==> src/rtl/screen_scanout.sv <==
// Raster scan-out engine for the monochrome frame buffer: fetches each 16-pixel
// word two clocks ahead of the beam and serialises it with sync and frame markers.
module screen_scanout #(
    parameter int H_ACTIVE     = 512,
    parameter int H_TOTAL      = 640,
    parameter int H_SYNC_START = 528,
    parameter int H_SYNC_LEN   = 64,
    parameter int V_ACTIVE     = 256,
    parameter int V_TOTAL      = 280,
    parameter int V_SYNC_START = 260,
    parameter int V_SYNC_LEN   = 4,
    parameter int ADR_W        = 13
) (
    input  logic             clk,
    input  logic             reset,
    input  logic             scan_en,
    output logic             rd_en,
    output logic [ADR_W-1:0] rd_adr,
    input  logic [15:0]      rd_data,
    output logic             pixel,
    output logic             pixel_valid,
    output logic             hsync,
    output logic             vsync,
    output logic             frame_start,
    output logic [15:0]      frame_cnt,
    output logic             busy
);
    localparam int WORDS = H_ACTIVE / 16;
    localparam int H_W   = $clog2(H_TOTAL);
    localparam int V_W   = $clog2(V_TOTAL);

    localparam logic [H_W-1:0] H_LAST      = H_W'(H_TOTAL - 1);
    localparam logic [H_W-1:0] H_PREFETCH  = H_W'(H_TOTAL - 2);
    localparam logic [H_W-1:0] H_ACT       = H_W'(H_ACTIVE);
    localparam logic [H_W-1:0] H_MID_LIMIT = H_W'(H_ACTIVE - 2);
    localparam logic [H_W-1:0] HS_FIRST    = H_W'(H_SYNC_START);
    localparam logic [H_W-1:0] HS_LAST     = H_W'(H_SYNC_START + H_SYNC_LEN - 1);
    localparam logic [V_W-1:0] V_LAST      = V_W'(V_TOTAL - 1);
    localparam logic [V_W-1:0] V_ACT       = V_W'(V_ACTIVE);
    localparam logic [V_W-1:0] VS_FIRST    = V_W'(V_SYNC_START);
    localparam logic [V_W-1:0] VS_LAST     = V_W'(V_SYNC_START + V_SYNC_LEN - 1);

    typedef enum logic {IDLE, RUN} state_t;

    state_t         state, state_next;
    logic [H_W-1:0] h, h_next;
    logic [V_W-1:0] v, v_next, v_inc;
    logic [15:0]    shift_reg;
    logic           load_slot, load_rd;

    logic           running, line_end_fetch, mid_fetch, fetch_slot;
    logic [V_W-1:0] fetch_line;
    logic [H_W-5:0] word_mid, fetch_word;

    assign running = (state == RUN);
    assign v_inc   = (v == V_LAST) ? '0 : v + V_W'(1);

    // Word k is requested at h=16k-2; word 0 is prefetched at the end of the previous line.
    assign line_end_fetch = (h == H_PREFETCH);
    assign mid_fetch      = (h[3:0] == 4'd14) && (h < H_MID_LIMIT);
    assign fetch_slot     = running && (line_end_fetch || mid_fetch);
    assign fetch_line     = line_end_fetch ? v_inc : v;
    assign word_mid       = h[H_W-1:4] + (H_W-4)'(1);
    assign fetch_word     = line_end_fetch ? '0 : word_mid;

    assign rd_en  = fetch_slot && (fetch_line < V_ACT);
    assign rd_adr = rd_en ? ADR_W'(fetch_line) * ADR_W'(WORDS) + ADR_W'(fetch_word) : '0;

    assign busy        = running;
    assign pixel_valid = running && (h < H_ACT) && (v < V_ACT);
    assign pixel       = pixel_valid && shift_reg[0];
    assign hsync       = running && (h >= HS_FIRST) && (h <= HS_LAST);
    assign vsync       = running && (v >= VS_FIRST) && (v <= VS_LAST);
    assign frame_start = running && (h == '0) && (v == '0);

    always_comb begin
        // NOTE: every signal gets a default first, so no path can infer a latch.
        state_next = state;
        h_next     = h;
        v_next     = v;
        unique case (state)
            IDLE: begin
                if (scan_en) begin
                    state_next = RUN;
                    h_next     = H_PREFETCH;
                    v_next     = V_LAST;
                end
            end
            RUN: begin
                if (h == H_LAST) begin
                    h_next = '0;
                    v_next = v_inc;
                    // scan_en only matters here, so a started frame always completes.
                    if (v == V_LAST && !scan_en) state_next = IDLE;
                end else begin
                    h_next = h + H_W'(1);
                end
            end
            default: state_next = IDLE;
        endcase
    end

    always_ff @(posedge clk) begin
        // NOTE: non-blocking assignments so every register samples pre-edge values.
        if (!reset) begin
            state     <= IDLE;
            h         <= '0;
            v         <= '0;
            shift_reg <= '0;
            frame_cnt <= '0;
            load_slot <= 1'b0;
            load_rd   <= 1'b0;
        end else begin
            state     <= state_next;
            h         <= h_next;
            v         <= v_next;
            load_slot <= fetch_slot;
            load_rd   <= rd_en;
            if (load_slot)
                shift_reg <= load_rd ? rd_data : 16'h0000;
            else
                shift_reg <= shift_reg >> 1;
            if (frame_start)
                frame_cnt <= frame_cnt + 16'd1;
        end
    end
endmodule

==> config.mk <==
export PLATFORM = sky130hd
export DESIGN_NAME = screen_scanout
export DESIGN_NICKNAME = d
export VERILOG_FILES = /design/src/rtl/screen_scanout.sv
export SDC_FILE = /design/constraint.sdc
export NUM_CORES = 1
export LEC_CHECK = 0
export ABC_AREA = 1
export CAP_MARGIN = 10
export CORE_MARGIN = 10
export CORE_UTILIZATION = 50
export CTS_CLUSTER_DIAMETER = 150
export DETAILED_ROUTE_END_ITERATION = 7
export PLACE_DENSITY = 0.76
export SYNTH_ARGS = -nofsm -noshare
export SYNTH_HDL_FRONTEND = slang
export SYNTH_SLANG_ARGS = --single-unit
export TNS_END_PERCENT = 50
==> constraint.sdc <==
create_clock -name clk -period 3 [get_ports clk]
set_input_delay 0.6 -clock clk [delete_from_list [all_inputs] [get_ports clk]]
set_output_delay 0.6 -clock clk [all_outputs]
set_load 0.01 [all_outputs]
==> results.sh <==
export IMPL_cp_max_fo=8
export IMPL_synth_area_leaders="dfxtp_1 (32%), nand2_1 (12%), inv_1 (9.7%)"
export IMPL_status="complete, no violations"
export IMPL_fin_worst_skew_ns=0.01233
export IMPL_irDropWorstVdd_uv=260.7
export IMPL_hold_violations=0
export IMPL_final_core_util_pct=65.40
export IMPL_maxCapViolCount=0
export IMPL_wire_per_inst_um=13.66
export IMPL_worst_r2r_setup_slack_ns=1.01
export IMPL_crit_required_ns=2.40
export IMPL_powerDensity_mw_per_mm2=330.0
export IMPL_fin_cells=681
export IMPL_cts_path_max_buffers=2
export IMPL_via_per_inst=5.300
export IMPL_cts_hold_buf=0
export IMPL_synth_area_mm2=0.003406
export IMPL_synth_top_area_share_pct=31.74
export IMPL_final_setup_tns_ns=0
export IMPL_grt_max_degree=31
export IMPL_root_buffer="clkbuf_8"
export IMPL_grt_overflow_total=0
export IMPL_worst_pin_slew_ns=0.6748
export IMPL_dpl_cell_area_mm2=0.004215
export IMPL_ant_nets=0
export IMPL_drcViolationCount=0
export IMPL_rsz0062_at_grt="true"
export IMPL_die_y_um=102.5
export IMPL_dpl_hpwl_um=7141
export IMPL_maxSlewHeadroom_pct=54.60
export IMPL_finalMaxSlewViolations=0
export IMPL_dp_cells=668
export IMPL_place_gp_congestion=0.9026
export IMPL_syn_inst=519
export IMPL_vias=3609
export IMPL_area_delta_synth_final_pct=29.02
export IMPL_drtIter0Drc=252
export IMPL_cts_tree="built"
export IMPL_clock_fmax_ghz=0.3409
export IMPL_die_w_um=102.5
export IMPL_yosysSeqAreaShare_pct=31.74
export IMPL_ys_ff_latch=54
export IMPL_routed_wl_um=9305
export IMPL_cts_buffers=5
export IMPL_startpoint_type="flop"
export IMPL_drive_gt1_share_pct=15.14
export IMPL_cp_end_kind="output pin"
export IMPL_setup_viol_count_final=0
export IMPL_synthTopCellsByCount="nand2_1 (112), inv_1 (88), dfxtp_1 (54)"
export IMPL_post_route_period_util_pct=97.77
export IMPL_ys_warnings_count=0
export IMPL_dieArea_mm2=0.01051
export IMPL_finalInstanceArea_mm2=0.004394
export IMPL_synth_top_area_cell="dfxtp_1"
export IMPL_crit_type="flop to output pin"
export IMPL_synthArstFlopShare_pct=0
export IMPL_h_tree_depth=2
export IMPL_finalCriticalPeriod_ns=2.933
export IMPL_drt_pass1_iter_count=5
export IMPL_rows=30
export IMPL_portBuffers=54
export IMPL_synth_cell_types=36
export IMPL_clock_sinks=54
export IMPL_io_pins=55
export IMPL_synth_main_ff_cell="dfxtp_1"
export IMPL_syn_nets=550
export IMPL_synth_edf_count=0
export IMPL_clk_pin_slew_ns=0.09
export IMPL_grt_use_total_pct=17.79
export IMPL_total_leakage_power_nw=1.816
export IMPL_hp_class="flop to flop"
export IMPL_synth_most_common_cell="nand2_1"
export IMPL_grt_pass1_wl_um=15490
export IMPL_syn_area_per_cell_um2=6.562
export IMPL_antenna_found_initial=0
export IMPL_core_area_mm2=0.006719
export IMPL_worstPathArrival_ns=2.33
export IMPL_clock_latency_ns=0.31
export IMPL_final_nets=631
export IMPL_grt_pass1_vias=3411
export IMPL_initial_core_util_pct=50.69
export IMPL_num_antenna_cells=0
[cell usage in the layout (no fill, tap or decap), types with 3 or more instances in the layout]
master / n
inv_1: 86
inv_2: 5
nor2_1: 43
nand2_2: 4
xor2_1: 14
dfxtp_2: 3
ha_1: 9
a21oi_1: 37
buf_4: 31
nor3_1: 12
dfxtp_1: 51
nand2_1: 110
o21ai_0: 12
o22ai_1: 15
dlygate4sd2_1: 7
clkbuf_8: 6
xnor2_1: 4
nand4_1: 15
nor4_1: 5
nor2_2: 10
ha_2: 3
clkbuf_2: 4
clkdlybuf4s50_1: 41
nand3_1: 38
[layer usage]
metal | track usage (%) | vias up | share of wire [%]
li1 | - | 1826 | -
met5 | 0 | - | 0
met3 | 3.351 | 6 | 6.8
met4 | 3.688 | 0 | 0.54
met1 | 22.61 | 1644 | 44
met2 | 30.52 | 133 | 49
[cell families (layout without fill, tap and decap cells)]
kind of cell / Yosys count / in the layout / synth area share [%]
AND/OR/NAND/NOR: 248 / 248 / 33.36
adder cells (fa/ha/maj): 12 / 12 / 4.408
buffers and inverters: 108 / 190 / 12.31
AO/OA/AOI/OAI: 77 / 77 / 13.04
flip-flops: 54 / 54 / 31.74
XOR/XNOR: 20 / 20 / 5.143
[final cells by class]
class / instances / area [um2]
multi-input combinational: 357 / 1976
clock buffer: 6 / 82.58
inverter: 94 / 357.8
tap: 80 / 100.1
clock inverter: 2 / 16.27
timing repair buffer: 88 / 777.0
sequential: 54 / 1085
fill: 616 / 2325
[power by group]
part | leakage (nW) | switching, mW | internal (mW)
combinational | 1.33 | 0.151 | 0.108
clock | 0.0478 | 0.249 | 0.191
sequential | 0.440 | 0.0166 | 0.735
total | 1.82 | 0.416 | 1.03
[final timing paths]
| path | end | cells after the start | startpoint |
|---|---|---|---|
| worst max register to register | frame_cnt[4]$_SDFFE_PN0P_ | 10 | h[4]$_SDFFE_PN0P_ |
| worst min-delay path | shift_reg[11]$_SDFF_PN0_ | 2 | shift_reg[12]$_SDFF_PN0_ |
| worst max-delay path | rd_en | 12 | h[0]$_SDFFE_PN0P_ |
| worst min register to register | shift_reg[11]$_SDFF_PN0_ | 2 | shift_reg[12]$_SDFF_PN0_ |
[critical path, stage by stage (launching register included)]
cell             delay [ns]
dfxtp_2                0.34
inv_2                  0.05
ha_1                   0.15
inv_2                  0.05
nor2_4                 0.12
inv_2                  0.07
nor2_8                 0.10
buf_12                 0.13
inv_4                  0.06
o21ai_4                0.14
nand2_2                0.10
nor2_8                 0.15
clkdlybuf4s50_1        0.56
[timing repair]
action	4_1_cts	5_1_grt
endpoints found under the hold margin	0	0
endpoints found under the setup margin	14	15
pin swaps	1	6
gates resized for setup	20	32
cloned	0	0
buffers inserted	3	2
[per-stage QoR]
step                power (mW)  hold WS, ns  setup WS [ns]
finish                   1.450       0.4515        0.06681
global route             1.527       0.4720       -0.08431
CTS                      1.451       0.4552        -0.1139
detailed placement       1.013       0.4418        0.02894
global placement         1.008       0.4361        0.05905
floorplan               0.9115       0.4286         0.4053
(Power assumes the default switching activity.)
